## config.mk

```make
export PLATFORM = sky130hd
export DESIGN_NAME = operand_split_feeder
export DESIGN_NICKNAME = d
export VERILOG_FILES = /design/src/rtl/operand_split_feeder.sv
export SDC_FILE = /design/constraint.sdc
export NUM_CORES = 1
export LEC_CHECK = 0
export CORE_MARGIN = 2
export CORE_UTILIZATION = 45
export DETAILED_ROUTE_END_ITERATION = 16
export GPL_TIMING_DRIVEN = 0
export HOLD_SLACK_MARGIN = 0.08
export PLACE_DENSITY = 0.71
export SLEW_MARGIN = 0
export SYNTH_ARGS = -nofsm -noshare
export SYNTH_HDL_FRONTEND = slang
export SYNTH_SLANG_ARGS = --single-unit
```

## constraint.sdc

```tcl
create_clock -name clk -period 11.46 [get_ports clk]
set_clock_uncertainty 0.2 [all_clocks]
set_input_delay 2.292 -clock clk [delete_from_list [all_inputs] [get_ports clk]]
set_output_delay 2.292 -clock clk [all_outputs]
set_load 0.01 [all_outputs]
```

## src/rtl/operand_split_feeder.sv

```systemverilog
// Q*K systolic front end: holds 4x4 Q/K tiles, streams skewed INT/FRAC1/FRAC2
// passes into the array, then sequences the partial-product adder controls.
module operand_split_feeder #(
  parameter int width = 8,
  parameter int DRAIN = 4
) (
  input  logic                      clk,
  input  logic                      _reset,
  input  logic                      load_valid,
  input  logic                      load_sel,
  input  logic [1:0]                load_row,
  input  logic signed [2*width-1:0] load_d0,
  input  logic signed [2*width-1:0] load_d1,
  input  logic signed [2*width-1:0] load_d2,
  input  logic signed [2*width-1:0] load_d3,
  input  logic                      start,
  output logic                      busy,
  output logic signed [width:0]     a_row0,
  output logic signed [width:0]     a_row1,
  output logic signed [width:0]     a_row2,
  output logic signed [width:0]     a_row3,
  output logic signed [width:0]     b_col0,
  output logic signed [width:0]     b_col1,
  output logic signed [width:0]     b_col2,
  output logic signed [width:0]     b_col3,
  output logic                      feed_valid,
  output logic                      array_clear,
  output logic [1:0]                pass_id,
  output logic                      add_enable,
  output logic                      add_int_flag,
  output logic                      done
);
  localparam int EW    = 2 * width;
  localparam int CNT_W = (DRAIN > 8) ? $clog2(DRAIN) : 3;
  localparam logic [CNT_W-1:0] FEED_LAST  = CNT_W'(6);
  localparam logic [CNT_W-1:0] DRAIN_LAST = CNT_W'(DRAIN - 1);

  typedef enum logic [2:0] {
    S_IDLE, S_CLEAR, S_FEED, S_DRAIN, S_ADD_F, S_ADD_T, S_DONE
  } state_t;

  state_t                 state_q, state_d;
  logic [CNT_W-1:0]       cnt_q, cnt_d;
  logic [1:0]             pass_q, pass_d;
  logic [3:0][3:0][EW-1:0] q_mem_q, q_mem_d, k_mem_q, k_mem_d;
  logic [3:0][width:0]    a_q, a_d, b_q, b_d;
  logic busy_q, busy_d, feed_valid_q, feed_valid_d, array_clear_q, array_clear_d;
  logic add_enable_q, add_enable_d, add_int_flag_q, add_int_flag_d, done_q, done_d;
  logic [1:0] pass_id_q, pass_id_d;

  function automatic logic [width:0] split_part(input logic [EW-1:0] x, input logic frac);
    return frac ? {1'b0, x[width-1:0]} : {x[EW-1], x[EW-1:width]};
  endfunction

  // Tiles are frozen for the whole sequence so every pass sees the same data.
  always_comb begin
    q_mem_d = q_mem_q;
    k_mem_d = k_mem_q;
    if (load_valid && !busy_q) begin
      if (load_sel) k_mem_d[load_row] = {load_d3, load_d2, load_d1, load_d0};
      else          q_mem_d[load_row] = {load_d3, load_d2, load_d1, load_d0};
    end
  end

  always_comb begin
    state_d = state_q;
    cnt_d   = cnt_q;
    pass_d  = pass_q;
    case (state_q)
      S_IDLE:  if (start) begin state_d = S_CLEAR; pass_d = '0; end
      S_CLEAR: begin state_d = S_FEED; cnt_d = '0; end
      S_FEED:
        if (cnt_q == FEED_LAST) begin state_d = S_DRAIN; cnt_d = '0; end
        else cnt_d = cnt_q + CNT_W'(1);
      S_DRAIN:
        if (cnt_q == DRAIN_LAST) begin
          cnt_d = '0;
          if (pass_q == 2'd2) state_d = S_ADD_F;
          else begin state_d = S_CLEAR; pass_d = pass_q + 2'd1; end
        end else cnt_d = cnt_q + CNT_W'(1);
      S_ADD_F: state_d = S_ADD_T;
      S_ADD_T: state_d = S_DONE;
      S_DONE:  state_d = S_IDLE;
      default: state_d = S_IDLE;
    endcase
  end

  // Outputs decode the next state so they land in the same cycle as that state.
  always_comb begin
    int j;
    j              = 0;
    busy_d         = (state_d != S_IDLE);
    array_clear_d  = (state_d == S_CLEAR);
    feed_valid_d   = (state_d == S_FEED);
    add_enable_d   = (state_d == S_ADD_F) || (state_d == S_ADD_T);
    add_int_flag_d = (state_d == S_ADD_T);
    done_d         = (state_d == S_DONE);
    pass_id_d      = (state_d inside {S_CLEAR, S_FEED, S_DRAIN}) ? pass_d : 2'd0;
    a_d            = '0;
    b_d            = '0;
    if (state_d == S_FEED) begin
      for (int r = 0; r < 4; r++) begin
        j = int'(cnt_d) - r;
        if (j >= 0 && j <= 3) begin
          a_d[r[1:0]] = split_part(q_mem_q[r[1:0]][j[1:0]], pass_d == 2'd2);
          b_d[r[1:0]] = split_part(k_mem_q[j[1:0]][r[1:0]], pass_d == 2'd1);
        end
      end
    end
  end

  always_ff @(posedge clk or negedge _reset) begin
    if (!_reset) begin
      q_mem_q <= '0;
      k_mem_q <= '0;
    end else begin
      q_mem_q <= q_mem_d;
      k_mem_q <= k_mem_d;
    end
  end

  always_ff @(posedge clk or negedge _reset) begin
    if (!_reset) begin
      state_q        <= S_IDLE;
      cnt_q          <= '0;
      pass_q         <= '0;
      busy_q         <= 1'b0;
      array_clear_q  <= 1'b0;
      feed_valid_q   <= 1'b0;
      add_enable_q   <= 1'b0;
      add_int_flag_q <= 1'b0;
      done_q         <= 1'b0;
      pass_id_q      <= '0;
      a_q            <= '0;
      b_q            <= '0;
    end else begin
      state_q        <= state_d;
      cnt_q          <= cnt_d;
      pass_q         <= pass_d;
      busy_q         <= busy_d;
      array_clear_q  <= array_clear_d;
      feed_valid_q   <= feed_valid_d;
      add_enable_q   <= add_enable_d;
      add_int_flag_q <= add_int_flag_d;
      done_q         <= done_d;
      pass_id_q      <= pass_id_d;
      a_q            <= a_d;
      b_q            <= b_d;
    end
  end

  assign busy         = busy_q;
  assign array_clear  = array_clear_q;
  assign feed_valid   = feed_valid_q;
  assign add_enable   = add_enable_q;
  assign add_int_flag = add_int_flag_q;
  assign done         = done_q;
  assign pass_id      = pass_id_q;
  assign a_row0 = a_q[0];
  assign a_row1 = a_q[1];
  assign a_row2 = a_q[2];
  assign a_row3 = a_q[3];
  assign b_col0 = b_q[0];
  assign b_col1 = b_q[1];
  assign b_col2 = b_q[2];
  assign b_col3 = b_q[3];
endmodule

```

### After elaboration in Yosys (flattened, before gate mapping)

Index checks and enable logic that the tools add are counted.

* order comparisons: 14
* bitwise gates (word level): 1
* multiplexer cells: 51
* equality and inequality tests: 16
* reductions and logical operators: 13
* add/sub/neg operators: 5

Operators by type and width (number)
* $bmux W64 S2: 4
* $bwmux W256: 2
* $mux W9: 16
* $bmux W16 S2: 4
* $demux W64 S2: 1
* $mux W64: 2
* $mux W16: 5
* $mux W36: 2
* $mux W48: 1
* $mux W32: 1
* $eq A3 B3 Y1 const B: 6
* $mux W3: 6
* $pmux W3 S6: 1
* $eq A3 B2 Y1 const B: 5
* $lt A2 B3 Y1 const B: 5
* $ge A4 B1 Y1 const B: 3
* $le A4 B3 Y1 const B: 3
* $pmux W3 S3: 1
* $mux W2: 4
* $sub A3 B2 Y4 const B: 2
* $eq A3 B1 Y1 const B: 2
* $logic_and A1 B1 Y1: 6
* $reduce_bool A3 Y1: 2
* $eq A2 B2 Y1 const B: 2
* 13 further kinds: 14

* output and inout port bits: 80
* bits in registers: 600
* input bits: 71

### Depth between registers and ports, before layout

* depth after elaboration: 9
* mapped depth: 13
* depth with buffers taken out: 11

### Worst setup path after synthesis

No wires, ideal clock.

* path kind: input -> register
* from: input load_sel
* to: register q_mem_q[192] (netlist name)
* setup slack: 7.347 ns
* setup time: 0.125 ns
* stages: 5
* arrival time: 3.788 ns
* data required time: 11.135 ns
* path through: nor3b_1 -> and3_1 -> clkbuf_1 -> clkbuf_1 -> mux2_2

* longest elaborated chain between the ends: 2

RTL lines
* start: declaration: RTL line 10 `input logic load_sel,`
* $not A1 Y1 (no line)
* $reduce_and A2 Y1 (no line)
* end signal: assignment: RTL line 117 `q_mem_q <= q_mem_d;`
* end: declaration: RTL line 45 `logic [3:0][3:0][EW-1:0] q_mem_q, q_mem_d, k_mem_q, k_mem_d;`

Every way passes these cells.
A chain may end at the register's enable or synchronous reset.

==> results.py <==
metrics = {
    "finish": {
        "diodes": 0,
        "syn2layout_area_growth_pct": 18.5,
        "drive_gt1_frac": 0.400,
        "fin_util": 0.539,
        "num-nets-final": 1964,
    },
    "synth": {
        "synth.area.top_cells": "dfrtp_1 58%, mux2_2 22%, mux4_2 8.8%, nand2_1 1.8%, a22o_1 1.6%",
        "async_flop_share": 1.00,
        "synth_compound_area_frac": 0.0323,
        "yosys_warnings": 0,
        "synth_edf_count": 0,
        "synth_top_area_frac": 0.585,
        "yosysMostFrequentCell": "dfrtp_1",
        "ys.flop_type": "dfrtp_1",
        "synth_top_family_by_area": "multiplexers",
        "synth_area_leader_cell": "dfrtp_1",
        "synth_xor_area_frac": 0.000341,
        "synth_cells": 1662,
        "netlist_area_sq_mm": 0.0257,
        "syn_nets": 1745,
        "synth_seq_area_share": 0.585,
        "syn_area_per_cell_sq_um": 15.4,
        "synth_fa_ha_area_frac": 0.00585,
        "synth_common_cells": "600 x dfrtp_1, 512 x mux2_2, 125 x nand2_1",
        "yosys.area_share.simple": 0.0447,
        "post_synth_mux_area_share": 0.312,
        "ys_ff_latch": 600,
        "synth.distinct_cells": 52,
    },
    "detailed_routing": {
        "wl_per_cell_um": 27.1,
        "firstDrtPassIters": 6,
        "vias": 15800,
        "drtIter0Drc": 1404,
        "routed_via_density": 5.89,
        "drcViolationCount": 0,
        "ant_nets": 0,
        "wirelength_mm": 72.6,
    },
    "clock_network": {
        "cts_setup_buffers": 0,
        "numCtsBuffers": 61,
        "cts.sinks": 600,
        "insertion_delay_ns": 0.63,
        "cts-root-buf": "clkbuf_16",
        "cts_hold_buf": 0,
        "cts_buffer_depth": 3,
        "post_cts_resized": 0,
        "cts_tree": "done",
        "path_clk_slew_ns": 0.06,
        "h-tree-depth": 2,
    },
    "die": {
        "die_w_um": 243,
        "core_sq_mm": 0.0564,
        "initial_core_util": 0.455,
        "io_pins": 151,
        "die_h_um": 243,
        "row_count": 87,
        "die-area_sq_mm": 0.0590,
    },
    "setup_path": {
        "path_cells": "ha_1, nand2b_1, a32oi_1, o31a_4, buf_6, buf_2, buf_1, inv_1, ha_1, buf_1, clkbuf_1, mux4_2, a22o_1",
        "path_buf_inv": 6,
        "reg2reg_depth": 13,
        "ff2ff_setup_slack_ns": 6.31,
        "worstPathMaxFanout": 10,
        "reg2reg_from": "cnt_q[0]",
        "cp.required_ns": 11.76,
        "critical_path.top_delay_family": "buffers and inverters",
        "cp-endpoint": "b_col1[3]",
        "cp-start-kind": "flip-flop",
        "startpoint": "cnt_q[0]",
        "r2r_end": "b_col1[3]",
        "cp.depth": 13,
        "worstPathArrival_ns": 5.45,
        "crit_path_top_delay_cell": "clkbuf_1",
        "slowest_delay_ns": 0.81,
        "setup.worst_path.class": "reg2reg",
        "setup.worst_path.end_class": "flip-flop",
    },
    "place": {
        "globalplace.congestion": 0.864,
        "io_buffers": 150,
        "hpwl_mm": 50.0,
    },
    "global_routing": {
        "grt_first_pass_wirelength_mm": 109,
        "antenna_found_initial": 3,
        "grt_max_degree": 132,
        "grt_usage": 0.250,
        "grt-ovfl-total": 0,
        "grt_pass1_vias": 16800,
    },
    "sta": {
        "clock.fmax_ghz": 0.194,
        "fin_crit_ns": 5.15,
        "setup_tns_ns": 0,
        "tightest_slew_ns": 1.35,
        "setup_viol": 0,
        "slew_viol_final": 0,
        "slew_headroom": 0.103,
        "rsz0062_at_grt": "no",
        "hold_viol": 0,
        "final.period_utilization": 0.449,
    },
    "min_path": {
        "min_path_type": "reg2reg",
        "hold-path-cell-count": 1,
    },
    "power_and_ir_drop": {
        "p_leak_uw": 0.0135,
        "ir_drop_uv": 181,
        "p_per_area_mw_per_mm2": 312,
    },
    "outcome": {
        "outcome": "complete, no violations",
    },
    "flow_run": {
        "max-cap-violations": 0,
    },
}
worst register-to-register path, stage by stage, from the launching register on:
cell and delay [ns]:
dfrtp_1 0.45, ha_1 0.24, nand2b_1 0.07, a32oi_1 0.23, o31a_4 0.20, buf_6 0.21
buf_2 0.29, buf_1 0.49, inv_1 0.16, ha_1 0.37, buf_1 0.55, clkbuf_1 0.81
mux4_2 0.49, a22o_1 0.27
cells by family (layout without fill, tap and decap cells):
kind of cell | Yosys count | count (layout)
muxes | 612 | 612
AOI/OAI and AO/OA | 100 | 100
adders and majority gates | 12 | 12
buffers and inverters | 110 | 376
DFF | 600 | 600
and+or+nand+nor | 227 | 227
xor gates and xnor gates | 1 | 1
metrics by stage:
stage          hold WS (ns)  std cells  setup WS, ns  instance area, sq um  total power [uW]
5_1_grt               0.307       2684          6.05                 30400              9920
3_5_place_dp          0.289       2574          5.97                 28300              7380
6_report              0.301       2684          6.31                 30400              9490
3_3_place_gp          0.281       2568        -17.60                 28100              7270
2_1_floorplan         0.274       1662          7.35                 25700              5980
4_1_cts               0.303       2684          6.27                 30400              9520
registers in the layout, indices dropped and copies added, names as in the netlist, 9 cells and up:
name and flops:
a_row0 9, a_row1 9, a_row2 9, a_row3 9
b_col0 9, b_col1 9, b_col2 9, b_col3 9
k_mem_q 256, q_mem_q 256
cell usage in the layout, fill, tap and decap left out, types with 18 or more instances in the layout:
cell type / n
a22o_1: 46
buf_2: 18
clkbuf_1: 77
clkbuf_16: 62
clkdlybuf4s50_1: 149
dfrtp_1: 600
mux2_2: 512
mux4_2: 100
nand2_1: 125
nand3_1: 44
worst min-delay path by stage:
stage | startpoint | to | slack, ns
2_1_floorplan | k_mem_q[31] | k_mem_q[31] | 0.27
3_3_place_gp | q_mem_q[143] | q_mem_q[143] | 0.28
3_5_place_dp | k_mem_q[13] | k_mem_q[13] | 0.29
4_1_cts | q_mem_q[32] | q_mem_q[32] | 0.30
5_1_grt | q_mem_q[32] | q_mem_q[32] | 0.31
6_report | k_mem_q[252] | k_mem_q[252] | 0.30
report_power, final:
| group | internal (uW) | switching, uW | leakage [uW] |
|---|---|---|---|
| combinational | 1920 | 2100 | 0.00478 |
| clock | 1260 | 852 | 0.00103 |
| sequential | 2940 | 417 | 0.00773 |
| total | 6120 | 3370 | 0.0135 |
area by class of cell:
cell class                      count  area (sq um)
Buffer                             98           454
Clock buffer                       84          1740
Multi-Input combinational cell    952         10200
Clock inverter                     26           383
Tap cell                          756           946
Inverter                           12          47.5
Timing Repair Buffer              156          1660
Sequential cell                   600         15000
Fill cell                        4661         26000
routing by layer:
| metal | global-route usage | vias up | part of all wire |
|---|---|---|---|
| met1 | 0.345 | 8570 | 0.42 |
| met4 | 0.0969 | 0 | 0.037 |
| met3 | 0.0427 | 150 | 0.060 |
| met2 | 0.398 | 536 | 0.48 |
| li1 | - | 6564 | - |
| met5 | 0 | - | 0 |
(Power assumes the default switching activity.)
